**config.mk**
```make
export PLATFORM = sky130hd
export DESIGN_NAME = io_uart32
export DESIGN_NICKNAME = d
export VERILOG_FILES = /design/src/rtl/io_uart32.sv
export SDC_FILE = /design/constraint.sdc
export NUM_CORES = 1
export LEC_CHECK = 0
export BUFFER_PORTS_ARGS = -buffer_cell sky130_fd_sc_hd__buf_2
export CELL_PAD_IN_SITES_DETAIL_PLACEMENT = 0
export CELL_PAD_IN_SITES_GLOBAL_PLACEMENT = 1
export CORE_AREA = 2 2 123 125
export CTS_CLUSTER_DIAMETER = 150
export DETAILED_ROUTE_END_ITERATION = 10
export DIE_AREA = 0 0 125 127
export GPL_TIMING_DRIVEN = 0
export PLACE_DENSITY_LB_ADDON = 0.1
export RECOVER_POWER = 50
export REMOVE_ABC_BUFFERS = 1
export SYNTH_ARGS = -nofsm -noshare
export SYNTH_HDL_FRONTEND = slang
export SYNTH_SLANG_ARGS = --single-unit
```
**constraint.sdc**
```tcl
create_clock -name clock -period 3.5 [get_ports clock]
set_input_delay 0.175 -clock clock [delete_from_list [all_inputs] [get_ports clock]]
set_output_delay 0.175 -clock clock [all_outputs]
set_load 0.005 [all_outputs]
```
**src/rtl/io_uart32.sv**
```systemverilog
// io_uart32 - memory-mapped 8N1 UART on the CPU IO bus (byte address 0xFFFFFF00 slot).
//
// Register map (index = addr[3:2], addr[1:0] ignored):
//   0 TXDATA  W: push wdata[7:0] into the TX FIFO; reads 0
//   1 RXDATA  R: {24'b0, rx_byte}; a read clears rx_valid
//   2 STATUS  R: [0] tx_empty [1] tx_full [2] tx_busy [3] rx_valid [4] tx_overflow
//                [5] rx_overrun [6] rx_frame_err [11:8] tx_count; any write clears [6:4]
//   3 BAUDDIV RW: [15:0], bit period = div+1 clocks; a write restarts both baud counters
//
// Ports:
//   clock, reset      system clock, asynchronous active-high reset
//   addr[9:0]         low address bits; block selected when addr[9:4] == BASE_OFS
//   ioread, iowrite   one-cycle IO strobes
//   wdata[31:0]       store data
//   rdata[31:0]       combinational load data, 0 unless selected and ioread
//   uart_txd          registered serial output, idle high
//   uart_rxd          asynchronous serial input
//
// Build option: define UART_RX_EN to build the receiver. Without it uart_rxd is ignored and
// the RX status bits and RXDATA read as 0.
module io_uart32 #(
  parameter logic [5:0]  BASE_OFS   = 6'h30,
  parameter int unsigned FIFO_DEPTH = 8,
  parameter logic [15:0] BAUD_DIV   = 16'd433
) (
  input  logic        clock,
  input  logic        reset,
  input  logic [9:0]  addr,
  input  logic        ioread,
  input  logic        iowrite,
  input  logic [31:0] wdata,
  output logic [31:0] rdata,
  output logic        uart_txd,
  input  logic        uart_rxd
);
  localparam int unsigned PtrW = $clog2(FIFO_DEPTH);
  localparam int unsigned CntW = PtrW + 1;

  // Bus decode
  logic       sel, rd_en, wr_en, wr_tx, wr_stat, wr_baud;
  logic [1:0] idx;
  assign sel     = (addr[9:4] == BASE_OFS);
  assign idx     = addr[3:2];
  assign rd_en   = sel & ioread;
  assign wr_en   = sel & iowrite;
  assign wr_tx   = wr_en & (idx == 2'd0);
  assign wr_stat = wr_en & (idx == 2'd2);
  assign wr_baud = wr_en & (idx == 2'd3);

  logic unused_bits;
  assign unused_bits = ^{addr[1:0], wdata[31:16]};

  logic [15:0] baud_q;
  always_ff @(posedge clock or posedge reset) begin
    if (reset)        baud_q <= BAUD_DIV;
    else if (wr_baud) baud_q <= wdata[15:0];
  end

  // TX FIFO
  logic [7:0]      fifo_mem [FIFO_DEPTH];
  logic [PtrW-1:0] wr_ptr_q, rd_ptr_q;
  logic [CntW-1:0] cnt_q;
  logic            fifo_empty, fifo_full, push_ok, pop, tx_overflow_q;

  assign fifo_empty = (cnt_q == '0);
  assign fifo_full  = (cnt_q == CntW'(FIFO_DEPTH));
  // A pop in the same cycle frees a slot, so a push into a full FIFO is still accepted.
  assign push_ok    = wr_tx & (~fifo_full | pop);

  always_ff @(posedge clock) begin
    if (push_ok) fifo_mem[wr_ptr_q] <= wdata[7:0];
  end

  always_ff @(posedge clock or posedge reset) begin
    if (reset) begin
      wr_ptr_q      <= '0;
      rd_ptr_q      <= '0;
      cnt_q         <= '0;
      tx_overflow_q <= 1'b0;
    end else begin
      if (push_ok) wr_ptr_q <= wr_ptr_q + PtrW'(1);
      if (pop)     rd_ptr_q <= rd_ptr_q + PtrW'(1);
      cnt_q <= cnt_q + CntW'(push_ok) - CntW'(pop);
      if (wr_tx & fifo_full & ~pop) tx_overflow_q <= 1'b1;
      else if (wr_stat)             tx_overflow_q <= 1'b0;
    end
  end

  // TX FSM
  typedef enum logic [1:0] {TxIdle, TxStart, TxData, TxStop} tx_state_e;
  tx_state_e   tx_state_q, tx_state_d;
  logic [15:0] tx_cnt_q, tx_cnt_d;
  logic [2:0]  tx_bit_q, tx_bit_d;
  logic [7:0]  tx_shift_q, tx_shift_d;
  logic        txd_q, txd_d, tx_tick, tx_busy;

  assign tx_tick = (tx_cnt_q == baud_q);
  assign tx_busy = (tx_state_q != TxIdle);

  always_ff @(posedge clock or posedge reset) begin
    if (reset) begin
      tx_state_q <= TxIdle;
      tx_cnt_q   <= '0;
      tx_bit_q   <= '0;
      tx_shift_q <= '0;
      txd_q      <= 1'b1;
    end else begin
      tx_state_q <= tx_state_d;
      tx_cnt_q   <= tx_cnt_d;
      tx_bit_q   <= tx_bit_d;
      tx_shift_q <= tx_shift_d;
      txd_q      <= txd_d;
    end
  end

  always_comb begin
    tx_state_d = tx_state_q;
    tx_cnt_d   = tx_tick ? '0 : tx_cnt_q + 16'd1;
    tx_bit_d   = tx_bit_q;
    tx_shift_d = tx_shift_q;
    txd_d      = txd_q;
    pop        = 1'b0;
    case (tx_state_q)
      TxIdle: begin
        tx_cnt_d = '0;
        if (!fifo_empty) begin
          pop        = 1'b1;
          tx_shift_d = fifo_mem[rd_ptr_q];
          tx_state_d = TxStart;
          txd_d      = 1'b0;
        end
      end
      TxStart: if (tx_tick) begin
        tx_state_d = TxData;
        tx_bit_d   = '0;
        txd_d      = tx_shift_q[0];
      end
      TxData: if (tx_tick) begin
        if (tx_bit_q == 3'd7) begin
          tx_state_d = TxStop;
          txd_d      = 1'b1;
        end else begin
          tx_bit_d   = tx_bit_q + 3'd1;
          tx_shift_d = {1'b0, tx_shift_q[7:1]};
          txd_d      = tx_shift_q[1];
        end
      end
      TxStop: if (tx_tick) begin
        // Chain straight into the next start bit so bursts have no idle gap.
        if (!fifo_empty) begin
          pop        = 1'b1;
          tx_shift_d = fifo_mem[rd_ptr_q];
          tx_state_d = TxStart;
          txd_d      = 1'b0;
        end else begin
          tx_state_d = TxIdle;
        end
      end
      default: tx_state_d = TxIdle;
    endcase
    if (wr_baud) tx_cnt_d = '0;
  end

  assign uart_txd = txd_q;

  // RX path
  logic [7:0] rx_byte;
  logic       rx_valid, rx_overrun, rx_frame_err;

`ifdef UART_RX_EN
  typedef enum logic [1:0] {RxIdle, RxStart, RxData, RxStop} rx_state_e;
  rx_state_e   rx_state_q, rx_state_d;
  logic        rx_s1_q, rx_s2_q, rx_prev_q, rd_rx, rx_tick, rx_half_done;
  logic [15:0] rx_cnt_q, rx_cnt_d;
  logic [2:0]  rx_bit_q, rx_bit_d;
  logic [7:0]  rx_shift_q, rx_shift_d, rx_byte_q, rx_byte_d;
  logic        rx_valid_q, rx_valid_d, rx_ovr_q, rx_ovr_d, rx_ferr_q, rx_ferr_d;
  logic [16:0] rx_half;

  assign rd_rx        = rd_en & (idx == 2'd1);
  assign rx_tick      = (rx_cnt_q == baud_q);
  assign rx_half      = ({1'b0, baud_q} + 17'd1) >> 1;
  assign rx_half_done = (({1'b0, rx_cnt_q} + 17'd1) >= rx_half);

  always_ff @(posedge clock or posedge reset) begin
    if (reset) begin
      rx_s1_q    <= 1'b1;
      rx_s2_q    <= 1'b1;
      rx_prev_q  <= 1'b1;
      rx_state_q <= RxIdle;
      rx_cnt_q   <= '0;
      rx_bit_q   <= '0;
      rx_shift_q <= '0;
      rx_byte_q  <= '0;
      rx_valid_q <= 1'b0;
      rx_ovr_q   <= 1'b0;
      rx_ferr_q  <= 1'b0;
    end else begin
      rx_s1_q    <= uart_rxd;
      rx_s2_q    <= rx_s1_q;
      rx_prev_q  <= rx_s2_q;
      rx_state_q <= rx_state_d;
      rx_cnt_q   <= rx_cnt_d;
      rx_bit_q   <= rx_bit_d;
      rx_shift_q <= rx_shift_d;
      rx_byte_q  <= rx_byte_d;
      rx_valid_q <= rx_valid_d;
      rx_ovr_q   <= rx_ovr_d;
      rx_ferr_q  <= rx_ferr_d;
    end
  end

  always_comb begin
    rx_state_d = rx_state_q;
    rx_cnt_d   = rx_cnt_q + 16'd1;
    rx_bit_d   = rx_bit_q;
    rx_shift_d = rx_shift_q;
    rx_byte_d  = rx_byte_q;
    rx_valid_d = rx_valid_q;
    rx_ovr_d   = rx_ovr_q;
    rx_ferr_d  = rx_ferr_q;
    if (rd_rx) rx_valid_d = 1'b0;
    if (wr_stat) begin
      rx_ovr_d  = 1'b0;
      rx_ferr_d = 1'b0;
    end
    case (rx_state_q)
      RxIdle: begin
        rx_cnt_d = '0;
        if (rx_prev_q & ~rx_s2_q) rx_state_d = RxStart;
      end
      RxStart: if (rx_half_done) begin
        // Mid start bit: a high line here means the falling edge was a glitch.
        rx_cnt_d   = '0;
        rx_bit_d   = '0;
        rx_state_d = rx_s2_q ? RxIdle : RxData;
      end
      RxData: if (rx_tick) begin
        rx_cnt_d   = '0;
        rx_shift_d = {rx_s2_q, rx_shift_q[7:1]};
        if (rx_bit_q == 3'd7) rx_state_d = RxStop;
        else                  rx_bit_d   = rx_bit_q + 3'd1;
      end
      RxStop: if (rx_tick) begin
        rx_cnt_d   = '0;
        rx_state_d = RxIdle;
        if (!rx_s2_q)        rx_ferr_d = 1'b1;
        else if (rx_valid_q) rx_ovr_d  = 1'b1;
        else begin
          // Placed after the read-clear so a same-cycle load keeps rx_valid set.
          rx_byte_d  = rx_shift_q;
          rx_valid_d = 1'b1;
        end
      end
      default: rx_state_d = RxIdle;
    endcase
    if (wr_baud) rx_cnt_d = '0;
  end

  assign rx_byte      = rx_byte_q;
  assign rx_valid     = rx_valid_q;
  assign rx_overrun   = rx_ovr_q;
  assign rx_frame_err = rx_ferr_q;
`else
  logic unused_rxd;
  assign unused_rxd   = uart_rxd;
  assign rx_byte      = '0;
  assign rx_valid     = 1'b0;
  assign rx_overrun   = 1'b0;
  assign rx_frame_err = 1'b0;
`endif

  // Read mux
  logic [31:0] status;
  assign status = {20'b0, 4'(cnt_q), 1'b0, rx_frame_err, rx_overrun, tx_overflow_q,
                   rx_valid, tx_busy, fifo_full, fifo_empty};

  always_comb begin
    rdata = '0;
    if (rd_en) begin
      case (idx)
        2'd0:    rdata = '0;
        2'd1:    rdata = {24'b0, rx_byte};
        2'd2:    rdata = status;
        default: rdata = {16'b0, baud_q};
      endcase
    end
  end

endmodule

```
==> flow_summary.json, run 1 <==
{
  "finClkSkew_ps": 8.76,
  "drv_slew": 39,
  "irDropWorstVdd_mv": 0.336,
  "synth_top_area_frac": 0.323,
  "slew-limit-headroom": -0.230,
  "htreeDepth": 4,
  "grt_overflow": 0,
  "netSwitchingPower_mw": 1.67,
  "root_buffer": "clkbuf_16",
  "status": "finished, violations left",
  "crit_end": "cnt_q[3]",
  "reg2reg_depth": 11,
  "core_area_mm2": 0.0144,
  "numCtsBuffers": 17,
  "viasPerCell": 5.15,
  "grt_pass1_vias": 3702,
  "synthFlopType": "edfxtp_1",
  "insertion_delay_ps": 420,
  "drtPass1Iterations": 4,
  "row_count": 44,
  "dieArea_mm2": 0.0159,
  "synthCells": 453,
  "grt.total_usage": 0.167,
  "period_minus_slack_ps": 3160,
  "yosys-top-cells-area": "edfxtp_1, dfrtp_1, mux4_2",
  "path_class": "flop to flop",
  "fin_crit_sh": 0.903,
  "wl_per_cell_um": 17.9,
  "synth_cell_type_count": 58,
  "synth_warnings": 0,
  "rsz0062_at_grt": "false",
  "start_util": 0.413,
  "fp.dieW_um": 125,
  "violations": "capacitance limit, slew limit",
  "synth_edf_count": 64,
  "cap_violations": 1,
  "pin_count": 80,
  "wl_met3_um": 374,
  "async_flop_share": 0.471,
  "comb_power_share": 0.281,
  "power.internal_mw": 3.40,
  "fin_nets": 571,
  "dp_hpwl_um": 8430,
  "critPathCaptureType": "flop",
  "startpoint": "baud_q[7]",
  "mostFrequentLayoutCell": "edfxtp_1",
  "grt_pass1_wl_um": 20200,
  "power.share.sequential": 0.375,
  "gp_congestion": 0.794,
  "routed.top_layer": "met4",
  "synth_seq_cells": 121,
  "route.met2.wl_um": 5980,
  "seq_area_frac_synth": 0.564,
  "reg2reg_slack_ps": 340,
  "required_ps": 3840,
  "final_util": 0.484,
  "cp.arrival_ps": 3500,
  "syn_avg_cell_area_um2": 13.1,
  "num_vias": 3629,
  "dr.first_iter.drc_count": 126,
  "tritoncts": "built",
  "wirelength_um": 12600,
  "cts_max_path_buffers": 2,
  "p_leak_nw": 2.93,
  "cts_sinks": 121,
  "drive_gt1_frac": 0.265,
  "setup_viol": 0,
  "drt-met1-wl_um": 6080,
  "place_ws_ps": -162,
  "drc_errors": 0,
  "num_antenna_cells": 0,
  "p_per_area_mw_per_mm2": 725,
  "layout_common_cells": "edfxtp_1, dfrtp_1, nor2_1, buf_2, mux2_2",
  "port_buffers": 44,
  "r2r_start": "baud_q[7]",
  "hold_viol_final": 0,
  "design_area_mm2": 0.00699,
  "area.growth.synth_to_final_pct": 17.4,
  "hp-class": "input port to flop",
  "antenna_found_initial": 0,
  "clock.fmax_mhz": 316,
  "tightest_slew_ps": 1840,
  "switching_share": 0.329,
  "clockPowerShare": 0.344,
  "grt_max_degree": 39,
  "post_dp_cell_area_mm2": 0.00627,
  "cp_max_fo": 11,
  "synth_area_mm2": 0.00595,
  "critPathLaunchType": "flop",
  "worst_slack_ps": 339,
  "clk_pin_slew_ps": 60,
  "antenna_left": 0,
  "die_y_um": 127,
  "r2r_end": "cnt_q[3]",
  "synth_top_area_cell": "edfxtp_1",
  "worstHoldPathCells": 2
}
==> registers in the layout, indices dropped and copies added, names as in the netlist, 3 cells and up <==
| name | cells |
|---|---|
| tx_cnt_q | 16 |
| tx_shift_q | 8 |
| baud_q | 16 |
| fifo_mem | 64 |
| tx_bit_q | 3 |
| rd_ptr_q | 3 |
| wr_ptr_q | 3 |
| cnt_q | 4 |
==> final cells by class <==
class / instances / area, um^2
inverters: 17 / 63.8
clock buffers: 18 / 429
clock inverters: 14 / 163
multi-input cells: 293 / 2400
fillers: 1306 / 7440
well taps: 184 / 230
flip-flops and latches: 121 / 3360
repair buffers: 58 / 350
==> stage by stage <==
stage | cells | power, mW | TNS (ps) | hold WS (ps)
2_1_floorplan | 431 | 2.95 | 0 | 274
3_3_place_gp | 659 | 3.33 | -12760 | 406
3_5_place_dp | 662 | 3.36 | -2690 | 233
4_1_cts | 702 | 5.13 | 0 | 7.42
5_1_grt | 705 | 5.38 | 0 | 9.81
6_report | 705 | 5.07 | 0 | 15.3
==> what timing repair did <==
| action | in CTS | in global routing |
|---|---|---|
| setup endpoints to repair | 24 | 9 |
| hold buffers | 8 | 0 |
| buffers inserted | 0 | 3 |
| hold endpoints to repair | 25 | 0 |
| pin swaps | 0 | 1 |
| resized for setup | 3 | 1 |
==> critical path, cell delays in order, from the launching register on <==
cell	delay [ps]
dfstp_2	570
xor2_1	80
nor4_1	420
and4_1	620
nand2_1	170
a21oi_1	160
ha_1	230
inv_1	60
ha_1	260
a21o_1	180
a21oi_1	170
xor2_1	160
==> logic make-up (layout without fill, tap and decap cells) <==
kind of cell | count (synthesis) | after routing | share of synthesized area
multiplexers | 56 | 56 | 0.133
adder cells (fa/ha/maj) | 16 | 16 | 0.0349
flip-flops | 121 | 121 | 0.564
other | 1 | 16 | 0.000630
XOR/XNOR | 34 | 34 | 0.0513
AND/OR/NAND/NOR | 130 | 130 | 0.118
buffers and inverters | 54 | 107 | 0.0513
AO/OA/AOI/OAI | 41 | 41 | 0.0465
==> worst min path at each step <==
stage | from | to | slack [ps]
2_1_floorplan | wdata[0] | fifo_mem[0][0] | 270
3_5_place_dp | reset | cnt_q[1] | 230
6_report | wdata[10] | baud_q[10] | 20
4_1_cts | wdata[10] | baud_q[10] | 7
5_1_grt | wdata[10] | baud_q[10] | 10
3_3_place_gp | wdata[13] | baud_q[13] | 410
==> routing by layer <==
metal | vias to the layer above | global-route usage
met3 | 11 | 0.0360
met2 | 72 | 0.270
met4 | 0 | 0.0569
met1 | 1806 | 0.226
li1 | 1740 | -
met5 | - | 0
==> synth_stat cells, types with 3 or more instances <==
cell type   n
mux2_2     26
o221ai_1    5
nand2_1    23
buf_4      19
and3_1     11
and2_1      3
buf_6       3
inv_1      17
dfstp_2     6
clkbuf_1    8
a21oi_1    10
nor2b_1     3
dfrtp_1    51
buf_2       5
nand4_1     3
nand3_1    12
nor2_1     36
nor4_1      8
mux2i_1    14
nor3_1     12
ha_1       15
mux4_2     16
o21ai_0    11
xor2_1     22
xnor2_1    11
edfxtp_1   64
==> power by group through the flow <==
stage	sequential [mW]	combinational [mW]	clock [mW]
after floorplan	1.85	1.10	0
after global placement	1.93	1.40	0
after detailed placement	1.94	1.42	0
after CTS	1.91	1.44	1.77
after global routing	1.94	1.60	1.84
final	1.90	1.42	1.74
(Power assumes the default switching activity.)
==> run 2: changes to the inputs <==
--- a/config.mk
+++ b/config.mk
@@ -5,7 +5,7 @@
 export SDC_FILE = /design/constraint.sdc
 export NUM_CORES = 1
 export LEC_CHECK = 0
-export BUFFER_PORTS_ARGS = -buffer_cell sky130_fd_sc_hd__buf_2
+export BUFFER_PORTS_ARGS = -buffer_cell sky130_fd_sc_hd__clkbuf_2
 export CELL_PAD_IN_SITES_DETAIL_PLACEMENT = 0
 export CELL_PAD_IN_SITES_GLOBAL_PLACEMENT = 1
 export CORE_AREA = 2 2 123 125
==> run 2 against run 1 <==
The run still ends with capacitance limit, slew limit left. Register-to-register slack got worse by 100 ps. Design area rose by 0.30%. Routed wire length fell by 1.2%. First-iteration DRC count rose by 21%. Worst hold slack got worse by 1.4 ps. Largest cell class unchanged. Highest routed layer unchanged.
==> flow_summary.json, run 2 (synthesis results as in run 1) <==
{
  "start_util": 0.413,
  "critPathLaunchType": "flop",
  "antenna_left": 0,
  "status": "finished, violations left",
  "wirelength_um": 12400,
  "grt_pass1_vias": 3797,
  "tritoncts": "built",
  "fp.dieW_um": 125,
  "clk_pin_slew_ps": 50,
  "root_buffer": "clkbuf_16",
  "cp_max_fo": 11,
  "num_antenna_cells": 0,
  "hp-class": "input port to flop",
  "insertion_delay_ps": 410,
  "antenna_found_initial": 0,
  "clock.fmax_mhz": 306,
  "worst_slack_ps": 236,
  "wl_per_cell_um": 17.7,
  "drtPass1Iterations": 4,
  "place_ws_ps": -161,
  "total_power_mw": 5.24,
  "critPathCaptureType": "flop",
  "grt_pass1_wl_um": 20100,
  "slew-limit-headroom": -0.296,
  "irDropWorstVdd_mv": 0.437,
  "setup_viol": 0,
  "dp_hpwl_um": 8380,
  "finClkSkew_ps": 6.94,
  "htreeDepth": 4,
  "period_minus_slack_ps": 3260,
  "top_register": "fifo_mem",
  "hold_viol_final": 0,
  "area.growth.synth_to_final_pct": 17.8,
  "violations": "capacitance limit, slew limit",
  "largest_reg_flops": 64,
  "gp_congestion": 0.789,
  "drc_errors": 0,
  "rsz0062_at_grt": "false",
  "fin_cells": 702,
  "path_class": "flop to flop",
  "required_ps": 3790,
  "viasPerCell": 5.19,
  "reg_top3": "fifo_mem x64, baud_q x16, tx_cnt_q x16",
  "dieArea_mm2": 0.0159,
  "numCtsBuffers": 17,
  "design_area_mm2": 0.00701,
  "core_area_mm2": 0.0144,
  "fin_nets": 568,
  "row_count": 44,
  "post_dp_cell_area_mm2": 0.00627,
  "pin_count": 80,
  "cts_sinks": 121,
  "grt_overflow": 0,
  "cts_max_path_buffers": 2,
  "grt.total_usage": 0.164,
  "cap_violations": 1,
  "die_y_um": 127,
  "p_leak_nw": 2.93,
  "port_buffers": 44,
  "tightest_slew_ps": 1940,
  "cts_setup_buffers": 0,
  "fin_crit_sh": 0.933,
  "mostFrequentLayoutCell": "edfxtp_1",
  "fill_cells": 1274,
  "p_per_area_mw_per_mm2": 748,
  "num_vias": 3646,
  "dr.first_iter.drc_count": 152,
  "cp.arrival_ps": 3550,
  "grt_max_degree": 39,
  "dp.cells": 662,
  "final_util": 0.486,
  "layout_common_cells": "edfxtp_1, dfrtp_1, nor2_1, clkbuf_2, mux2_2",
  "drive_gt1_frac": 0.259,
  "drv_slew": 39
}
run 2: cell count changes in the layout (fill, tap and decap cells not counted), sizes merged:
cell      before  now
buf           41    2
clkbuf        26   62
bufinv         2    5
inv           23   20
clkinv         2    4
clkinvlp       4    2
run 2: worst max-delay path, cell delays in order (launching register included):
cell	delay, ps
dfrtp_1	380
inv_1	110
ha_1	220
or3b_1	510
nand2_1	220
nor3_1	110
a21oi_4	490
ha_1	320
inv_1	60
ha_1	160
inv_1	60
fa_1	370
xnor2_1	140
run 2: where the power goes:
group	leakage, nW	internal, mW	switching, mW
logic	1.32	0.677	0.754
clock network	0.311	1.27	0.640
registers	1.30	1.66	0.246
total	2.93	3.60	1.64
run 2: layout make-up:
class / instances / area [um^2] / area share
flip-flops and latches: 121 / 3360 / 0.479
multi-input cells: 293 / 2400 / 0.342
clock buffers: 18 / 429 / 0.0612
repair buffers: 55 / 315 / 0.0450
well taps: 184 / 230 / 0.0328
clock inverters: 14 / 219 / 0.0312
inverters: 17 / 63.8 / 0.00910
run 2: worst paths after layout:
kind,from,endpoint,slack (ps),cells after the start
max,cnt_q[2],cnt_q[2],240,12
min,wdata[10],baud_q[10],10,2
max reg2reg,cnt_q[2],cnt_q[2],240,12
min reg2reg,uart_txd,uart_txd,500,1
max in group asynchronous,reset,tx_cnt_q[5],520,4
min in group asynchronous,reset,cnt_q[1],450,3
run 2: repair_timing:
action                                  4_1_cts  5_1_grt
resized for setup                             4        0
hold buffers                                  8        0
endpoints found under the setup margin       24        0
hold endpoints to repair                     25        0
run 2: metal layers:
metal / routed length [um] / track usage / vias up
met3: 381 / 0.0364 / 12
met4: 139 / 0.0490 / 0
met5: 0 / 0 / -
met1: 5860 / 0.218 / 1836
met2: 6050 / 0.274 / 60
li1: - / - / 1738
run 2: metrics by stage:
| stage | hold WS, ps | TNS (ps) |
|---|---|---|
| 3_5_place_dp | 211 | -2010 |
| 6_report | 13.9 | 0 |
| 3_3_place_gp | 407 | -12320 |
| 5_1_grt | 11.6 | 0 |
| 2_1_floorplan | 274 | 0 |
| 4_1_cts | 1.71 | 0 |
